--- config.mk ---
export PLATFORM = sky130hd
export DESIGN_NAME = calc_seq_ctrl
export DESIGN_NICKNAME = d
export VERILOG_FILES = /design/src/rtl/calc_pkg.sv /design/src/rtl/calc_seq_ctrl_btn_edge_sync.sv /design/src/rtl/calc_seq_ctrl.sv
export SDC_FILE = /design/constraint.sdc
export NUM_CORES = 1
export LEC_CHECK = 0
export ABC_CLOCK_PERIOD_IN_PS = 5800
export CORE_MARGIN = 4
export CORE_UTILIZATION = 63
export CTS_BUF_LIST = sky130_fd_sc_hd__clkbuf_8
export CTS_CLUSTER_SIZE = 12
export DETAILED_ROUTE_END_ITERATION = 16
export HOLD_SLACK_MARGIN = 0.03
export MAX_ROUTING_LAYER = met4
export PLACE_DENSITY = 0.87
export SLEW_MARGIN = 30
export SYNTH_ARGS = -nofsm -noshare
export SYNTH_HDL_FRONTEND = slang
export SYNTH_SLANG_ARGS = --single-unit
--- constraint.sdc ---
create_clock -name clk -period 5.8 [get_ports clk]
set_clock_uncertainty 0.05 [all_clocks]
set_input_delay 1.74 -clock clk [delete_from_list [all_inputs] [get_ports clk]]
set_output_delay 1.74 -clock clk [all_outputs]
set_load 0.01 [all_outputs]
--- src/rtl/calc_pkg.sv ---
// -----------------------------------------------------------------------------
// calc_pkg
// Shared definitions for the calculator sequencing controller:
//   - state_e   : 2-bit FSM state encoding (also shown on the debug LEDs)
//   - OP_ADD/SUB: encoding of the op_sel switch
//   - CALC_W    : default operand/result width
// -----------------------------------------------------------------------------
package calc_pkg;

  localparam int CALC_W = 8;

  localparam logic OP_ADD = 1'b0;
  localparam logic OP_SUB = 1'b1;

  typedef enum logic [1:0] {
    GET_A = 2'd0,
    GET_B = 2'd1,
    EXEC  = 2'd2,
    SHOW  = 2'd3
  } state_e;

endpackage : calc_pkg

--- src/rtl/calc_seq_ctrl_btn_edge_sync.sv ---
// -----------------------------------------------------------------------------
// btn_edge_sync
// Brings an asynchronous (already debounced) button level into the clk domain
// with a 2-FF synchronizer and emits a single-clk pulse on its rising edge.
// Holding the button produces no further pulses.
//   clk   in  system clock
//   reset in  synchronous, active-high; clears all flops (drops a pending edge)
//   d     in  raw asynchronous button level
//   pulse out one-clk pulse, high in the cycle after the synchronized rise
// -----------------------------------------------------------------------------
module btn_edge_sync (
  input  logic clk,
  input  logic reset,
  input  logic d,
  output logic pulse
);

  logic sync1_q;
  logic sync2_q;
  logic prev_q;

  // NOTE: sequential state uses non-blocking assignments so all three flops
  // sample their pre-edge values and the chain shifts by exactly one stage.
  always_ff @(posedge clk) begin
    if (reset) begin
      sync1_q <= 1'b0;
      sync2_q <= 1'b0;
      prev_q  <= 1'b0;
    end else begin
      sync1_q <= d;
      sync2_q <= sync1_q;
      prev_q  <= sync2_q;
    end
  end

  // Decoded from flops only, so the consumer acts on the third edge after
  // the input rises.
  assign pulse = sync2_q & ~prev_q;

endmodule : btn_edge_sync

--- src/rtl/calc_seq_ctrl.sv ---
// -----------------------------------------------------------------------------
// calc_seq_ctrl
// Sequencing controller for the 8-bit add/subtract calculator. Operand A and
// operand B are taken from the switches on successive enter presses, the
// operation is executed for one clk, and the result is shown until the next
// enter or until TIMEOUT_TICKS display ticks elapse.
//   clk          in  system clock
//   reset        in  synchronous, active-high
//   enter        in  asynchronous debounced enter button level
//   sw           in  operand switches (two's complement)
//   op_sel       in  0 = add, 1 = subtract; captured with operand B
//   tick         in  one-clk pulse from the display divider (~5 Hz)
//   disp_val     out value for the 7-segment output unit
//   disp_blank   out blink control while an operand is being entered
//   result_valid out high while the result is shown
//   ovf          out signed overflow of the last operation
//   state_o      out current FSM state for debug LEDs
// -----------------------------------------------------------------------------
module calc_seq_ctrl
  import calc_pkg::*;
#(
  parameter int W             = CALC_W,
  parameter int TIMEOUT_TICKS = 25,
  parameter int TCW           = 5
) (
  input  logic         clk,
  input  logic         reset,
  input  logic         enter,
  input  logic [W-1:0] sw,
  input  logic         op_sel,
  input  logic         tick,
  output logic [W-1:0] disp_val,
  output logic         disp_blank,
  output logic         result_valid,
  output logic         ovf,
  output logic [1:0]   state_o
);

  localparam logic [TCW-1:0] CNT_LAST = TCW'(TIMEOUT_TICKS - 1);
  localparam logic [TCW-1:0] CNT_MAX  = {TCW{1'b1}};

  state_e         state_q;
  logic [W-1:0]   a_q, b_q, result_q, disp_val_q;
  logic           op_q, ovf_q, disp_blank_q, result_valid_q;
  logic [TCW-1:0] cnt_q;

  logic           enter_pulse;
  logic [W-1:0]   result_d;
  logic           ovf_d;

  btn_edge_sync u_enter_sync (
    .clk   (clk),
    .reset (reset),
    .d     (enter),
    .pulse (enter_pulse)
  );

  // Arithmetic and signed overflow, consumed only in EXEC.
  // NOTE: every always_comb output gets a default first so no latch is inferred.
  always_comb begin
    result_d = a_q + b_q;
    ovf_d    = (a_q[W-1] == b_q[W-1]) && (result_d[W-1] != a_q[W-1]);
    if (op_q == OP_SUB) begin
      result_d = a_q - b_q;
      ovf_d    = (a_q[W-1] != b_q[W-1]) && (result_d[W-1] != a_q[W-1]);
    end
  end

  always_ff @(posedge clk) begin
    if (reset) begin
      state_q        <= GET_A;
      a_q            <= '0;
      b_q            <= '0;
      result_q       <= '0;
      op_q           <= OP_ADD;
      ovf_q          <= 1'b0;
      disp_val_q     <= '0;
      disp_blank_q   <= 1'b0;
      result_valid_q <= 1'b0;
      cnt_q          <= '0;
    end else begin
      unique case (state_q)
        GET_A, GET_B: begin
          disp_val_q     <= sw;
          result_valid_q <= 1'b0;
          if (enter_pulse) begin
            // A coincident tick is dropped so the next operand starts unblanked.
            disp_blank_q <= 1'b0;
            if (state_q == GET_A) begin
              a_q     <= sw;
              state_q <= GET_B;
            end else begin
              b_q     <= sw;
              op_q    <= op_sel;
              state_q <= EXEC;
            end
          end else if (tick) begin
            disp_blank_q <= ~disp_blank_q;
          end
        end

        EXEC: begin
          result_q       <= result_d;
          ovf_q          <= ovf_d;
          disp_val_q     <= result_d;
          disp_blank_q   <= 1'b0;
          result_valid_q <= 1'b1;
          cnt_q          <= '0;
          state_q        <= SHOW;
        end

        SHOW: begin
          disp_val_q   <= result_q;
          disp_blank_q <= 1'b0;
          // Enter and timeout share one exit, so their coincidence is benign.
          if (enter_pulse || (tick && cnt_q == CNT_LAST)) begin
            state_q        <= GET_A;
            cnt_q          <= '0;
            ovf_q          <= 1'b0;
            result_valid_q <= 1'b0;
          end else if (tick && cnt_q != CNT_MAX) begin
            cnt_q <= cnt_q + 1'b1;
          end
        end

        default: state_q <= GET_A;
      endcase
    end
  end

  assign disp_val     = disp_val_q;
  assign disp_blank   = disp_blank_q;
  assign result_valid = result_valid_q;
  assign ovf          = ovf_q;
  assign state_o      = state_q;

endmodule : calc_seq_ctrl

== Yosys cells after proc, flatten, opt, wreduce, memory -nomap -nowiden ==
Index checks and enable logic that the tools add are counted.
Storage, ports and cells
  flip-flop bits (word level): 46
  output and inout bits: 13
  word-level logic and storage cells: 63
Operators by class
  add/sub/neg operators: 3
  eq/ne operators: 13
  multiplexer cells: 16
  bitwise operators: 4
  reduce and logical (&&, ||, !) cells: 14
Operators with widths (number)
  case mux 8 bit (3 select lines): 1
  2-to-1 mux 5 bit: 2
  case mux 5 bit (2 select lines): 1
  adder 8 bit: 1
  2-to-1 mux 8 bit: 1
  subtractor 8 bit: 1
  2-to-1 mux 2 bit: 3
  != test 3 bit (second input constant): 2
  case mux 2 bit (3 select lines): 1
  AND reduction 2 bit: 3
  AND reduction 3 bit: 2
  adder 5 x 1 -> 5 bit (second input constant): 1
  equality test 5 bit (second input constant): 1
  != test 5 bit (second input constant): 1
  equality test 2 bit (second input constant): 2
  logical AND 1 bit: 4
  2-to-1 mux 1 bit: 4
  != test 2 bit (second input constant): 2
  case mux 1 bit (2 select lines): 2
  OR reduction 2 bit: 2
  != test 1 bit: 3
  inverter 1 bit: 3
  case mux 1 bit (3 select lines): 1
  equality test 2 x 1 -> 1 bit (second input constant): 1
  other kinds (5): 5

== Logic depth before layout (Yosys ltp) ==
  depth after elaboration: 5
  depth in mapped cells: 9

== Hierarchy ==
From an unflattened synthesis, not the netlist that was laid out.
Unflattened totals
  cells, all modules: 295
  area total of the unflattened synthesis: 2541.2 um^2
By module, submodules not included
  calc_seq_ctrl: instances 1, cells an instance 288, area each 2453.6 um^2
  btn_edge_sync: instances 1, cells an instance 7, area each 87.6 um^2

== Worst setup path before layout ==
Ideal clock, no wire load.
  path type: input -> register
  start point: input reset
  end point: register disp_val_q[7], in the netlist disp_val[7]
  setup time: 79 ps
  arrival: 2690 ps
  data required time: 5671 ps
  setup slack: 2981 ps
  cell stages on the path: 6
  path buffers: 2
  cells stage by stage: clkbuf_1 -> nor2b_1 -> clkbuf_1 -> nand2_1 -> o32a_2 -> o211ai_1
RTL lines
  start, declared: line calc_seq_ctrl.sv:27  | input logic reset,
  end signal, assigned: line calc_seq_ctrl.sv:84  | disp_val_q <= sw;
  end signal, assigned: line calc_seq_ctrl.sv:105  | disp_val_q <= result_d;
  end signal, assigned: line calc_seq_ctrl.sv:113  | disp_val_q <= result_q;
  end, declared: line calc_seq_ctrl.sv:43  | logic [W-1:0] a_q, b_q, result_q, disp_val_q;

==> results by stage <==
Logic synthesis:
- The Yosys step of the flow raised 0 warnings.
- Yosys mapped the design onto 46 distinct sky130hd cell types.
- The number of synthesized register bits is 46.
- The post-synthesis instance total is 312.
- The most area-hungry cell type in the Yosys netlist is sky130_fd_sc_hd__dfxtp_1.
- The most frequent cell after synthesis is sky130_fd_sc_hd__dfxtp_1.
- When the netlist entered floorplanning its net count stood at 348.
- The share of synthesized area in the top cell type comes to 0.358.
- A synthesized cell averages 8.25 µm².
- The post-synthesis instance area is 2570 µm².
- The commonest cells after synthesis are sky130_fd_sc_hd__dfxtp_1 (46), sky130_fd_sc_hd__nand2_1 (44), sky130_fd_sc_hd__a21oi_1 (38).
- For this run, the leading register cell type out of synthesis is sky130_fd_sc_hd__dfxtp_1.
- In the post-synthesis netlist, the biggest area contributors are sky130_fd_sc_hd__dfxtp_1 (36%), sky130_fd_sc_hd__ha_1 (10%), sky130_fd_sc_hd__a21oi_1 (7.4%).
- The number of synthesized flops with an enable pin is 0.
- The fraction of the yosys area taken by sequential cells is 0.358.
- For this run, asynchronously set or reset flops after synthesis account for 0.

Detailed routing:
- The average wire per cell in the routed design is 15.4 µm.
- The first detailed-routing pass ran for 4 iterations.
- The vias after detailed routing is 2,279.
- The number of violations reported at the end of detailed-routing iteration 0 is 206.
- The final layout contains routed wiring with a total length of 5.82 mm.
- After detailed routing, the number of remaining DRC violations is 0.
- The remaining number of nets flagged by the antenna check after routing is 0.
- In the routed layout, each cell is associated on average with a via count of 6.01.

Placed design:
- The weighted congestion reported at the end of routability-driven placement is 1.00.
- Port buffering added 25 buffers.
- Summed over all nets, the half-perimeter wirelength after detailed placement is 4.14 mm.

Clocking:
- The number of buffers between clock root and the deepest sink is 2.
- The later-pin clock latency in the skew report is 0.31 ns.
- Clock-pin slew was measured on the worst setup and hold paths at 0.09 ns.
- The clock sink count is 46.
- The post-cts gate resize count is 0.
- The clock buffer count from CTS is 5.
- The count of H-tree levels built during CTS is 2.
- The master cell of the clock root buffer is sky130_fd_sc_hd__clkbuf_8.
- The hold buffer count at CTS is 0.
- The post-CTS setup buffer count is 0.
- The TritonCTS clock tree is built.

Die:
- The horizontal extent of the die is 71.9 µm.
- The floorplan step defined a die boundary enclosing 5170 µm².
- The core area is 3800 µm².
- The initial utilization of the core area, before any placement, comes to 0.678.
- Pin placement for this block handled 26 I/O pins.
- The die span in y is 71.9 µm.
- The number of rows in the core area is 22.

Run:
- The number of violations of the max-capacitance limit is 0.

Worst setup path:
- Counting both buffers and inverters, the worst setup path holds a total of 1.
- Of all nets on the critical path, the largest fanout is 23.
- The endpoint of the most critical register-to-register path is cnt_q[0].
- The family with the most delay on the worst path is buffers and inverters.
- The origin of the worst setup path is reset.
- On the worst path, the slowest cell contributes a delay of 0.82 ns.
- The path type of the worst setup path is in2reg.
- The critical path goes through clkdlybuf4s50_1, nor2b_1, nand2_1, o32a_2, o211ai_1.
- STA puts the critical path data required time at 5.98 ns.
- For flop-to-flop paths, the worst setup slack is 3.34 ns.
- Counting cells, the worst reg-to-reg path comes to 7.
- Among all stages on the critical path, the largest delay is contributed by sky130_fd_sc_hd__clkdlybuf4s50_1.
- STA classifies the critical path startpoint as a primary input.
- The beginning of the worst register-to-register path is state_o[0].
- For the worst setup path, the data arrival time is 3.75 ns.
- The type of destination of the critical path is a flip-flop.

Power and ir drop:
- The total power density per cell area is 269 nW/µm².
- The cell leakage power is 0.00110 µW.
- The peak ir drop on the vdd network is 0.226 mV.

Worst hold path:
- The worst hold path begins at u_enter_sync.sync1_q.
- The path class of the tightest hold or removal check is reg2reg.
- The path with the worst hold slack has its endpoint at u_enter_sync.sync2_q.
- Along the worst hold path, the cell count comes to 1.

Timing:
- The routed design could run at a clock period as short as 3.57 ns.
- The slew at the pin with the worst max-slew slack is 0.822 ns.
- The final max-slew violation count is 0.
- Setup violations remaining at the end of the flow were counted as 0.
- The post-route setup TNS is 0 ns.
- The headroom to the max-slew limit is 0.451.
- The final number of hold-violating endpoints is 0.
- Static timing analysis puts the maximum clock frequency at 280 MHz.
- Setup repair after global routing left no endpoint under its margin.
- In the finished design, the share of the clock period the worst path needs comes to 0.615.

Cells and area:
- In the final layout, the share of cells above drive strength 1 is 0.0453.
- Compared with the post-synthesis result, the final layout area differs by 13.2%.
- The utilization of the core after routing is 0.767.
- The number of antenna diodes in the final layout is 0.
- The final layout contains 366 nets.
- The number of filler cells placed in the layout is 283.

Global route:
- The number of antenna violations at the first check in global routing is 0.
- The pin count of the biggest net entering global routing is 24.
- The global-route total usage across every layer is 0.248.
- The global-route wire length before repair is 9.84 mm.
- The number of global-route vias before repair came to 2,142.
- Summed over all layers, the global routing overflow is 0.

Run status:
- The flow ran to the end, and the final reports show no timing, DRC or antenna violations.
-- stage by stage --
stage	area (µm²)	power (µW)	worst slack, ns	instances	hold slack (ns)
6_report	2910	783	2.23	379	0.396
3_5_place_dp	2820	585	1.96	371	0.380
3_3_place_gp	2820	581	1.97	371	0.369
5_1_grt	2910	829	2.06	379	0.418
2_1_floorplan	2570	510	2.98	312	0.364
4_1_cts	2910	782	2.27	379	0.401
-- cell families (layout without fill, tap and decap cells) --
family,count (synthesis),count (layout),synth area share
buffers and inverters,36,55,0.0574
adder cells (fa/ha/maj),23,23,0.118
AND/OR/NAND/NOR,115,115,0.214
XOR/XNOR,3,3,0.0102
multiplexers,6,6,0.0233
flip-flops,46,46,0.358
AO/OA/AOI/OAI,83,83,0.219
-- how the worst max path moves through the flow --
stage                              to  cells after the start
after floorplan           disp_val[7]                      6
after global placement    disp_val[7]                      5
after detailed placement  disp_val[7]                      5
after CTS                 disp_val[7]                      5
after global routing      disp_val[7]                      5
final                     disp_val[7]                      5
-- cell usage in the layout, fill, tap and decap left out, types with 2 or more instances in the layout --
| master | count |
|---|---|
| sky130_fd_sc_hd__dfxtp_1 | 46 |
| sky130_fd_sc_hd__nand2_1 | 44 |
| sky130_fd_sc_hd__a21oi_1 | 38 |
| sky130_fd_sc_hd__clkdlybuf4s50_1 | 25 |
| sky130_fd_sc_hd__nor2_1 | 23 |
| sky130_fd_sc_hd__inv_1 | 21 |
| sky130_fd_sc_hd__ha_1 | 21 |
| sky130_fd_sc_hd__nand3_1 | 12 |
| sky130_fd_sc_hd__nor2b_1 | 10 |
| sky130_fd_sc_hd__o211ai_1 | 8 |
| sky130_fd_sc_hd__mux2i_1 | 6 |
| sky130_fd_sc_hd__nand2b_1 | 5 |
| sky130_fd_sc_hd__o21ai_0 | 5 |
| sky130_fd_sc_hd__nor3b_1 | 5 |
| sky130_fd_sc_hd__a22oi_1 | 5 |
| sky130_fd_sc_hd__clkbuf_8 | 5 |
| sky130_fd_sc_hd__nor3_1 | 4 |
| sky130_fd_sc_hd__o221ai_1 | 4 |
| sky130_fd_sc_hd__and2b_1 | 3 |
| sky130_fd_sc_hd__nand4_1 | 3 |
| sky130_fd_sc_hd__xor2_1 | 3 |
| sky130_fd_sc_hd__a21o_1 | 2 |
| sky130_fd_sc_hd__a32oi_1 | 2 |
| sky130_fd_sc_hd__a211o_1 | 2 |
| sky130_fd_sc_hd__o2111ai_1 | 2 |
| sky130_fd_sc_hd__a2111o_1 | 2 |
| sky130_fd_sc_hd__o21a_1 | 2 |
| sky130_fd_sc_hd__fa_1 | 2 |
-- layout make-up --
| cell class | count | area (µm²) | area share |
|---|---|---|---|
| clock buffer | 5 | 68.8 | 0.0236 |
| sequential | 46 | 921 | 0.316 |
| clock inverter | 3 | 21.3 | 0.00730 |
| timing repair buffer | 26 | 258 | 0.0885 |
| inverter | 21 | 78.8 | 0.0271 |
| multi-input combinational | 230 | 1510 | 0.517 |
| tap | 48 | 60.1 | 0.0206 |
-- registers in the layout (all words and copies together) (netlist names) --
register,count
op_q,1
u_enter_sync.sync1_q,1
ovf,1
disp_val,8
a_q,8
b_q,8
result_valid,1
u_enter_sync.sync2_q,1
result_q,8
disp_blank,1
cnt_q,5
u_enter_sync.prev_q,1
state_o,2
-- worst register-to-register path, stage by stage (launching register included) --
cell                      delay, ns
sky130_fd_sc_hd__dfxtp_1       0.37
sky130_fd_sc_hd__inv_1         0.10
sky130_fd_sc_hd__ha_1          0.60
sky130_fd_sc_hd__nor2_1        0.32
sky130_fd_sc_hd__nor3b_1       0.48
sky130_fd_sc_hd__nor2b_1       0.28
sky130_fd_sc_hd__mux2i_1       0.11
sky130_fd_sc_hd__nor2_1        0.09
-- routing by layer --
metal  vias up  part of all wire  GRT usage
met2        82              0.47      0.389
li1       1127                 -          -
met5         -                 0          -
met3         9             0.071     0.0582
met1      1061              0.44      0.314
met4         0             0.015     0.0898
-- power by group --
| group | switching [µW] | internal [µW] | total (µW) |
|---|---|---|---|
| sequential | 17.5 | 339 | 356 |
| combinational | 129 | 97.2 | 226 |
| clock | 116 | 84.8 | 200 |
Power figures use the tool's default switching activity.
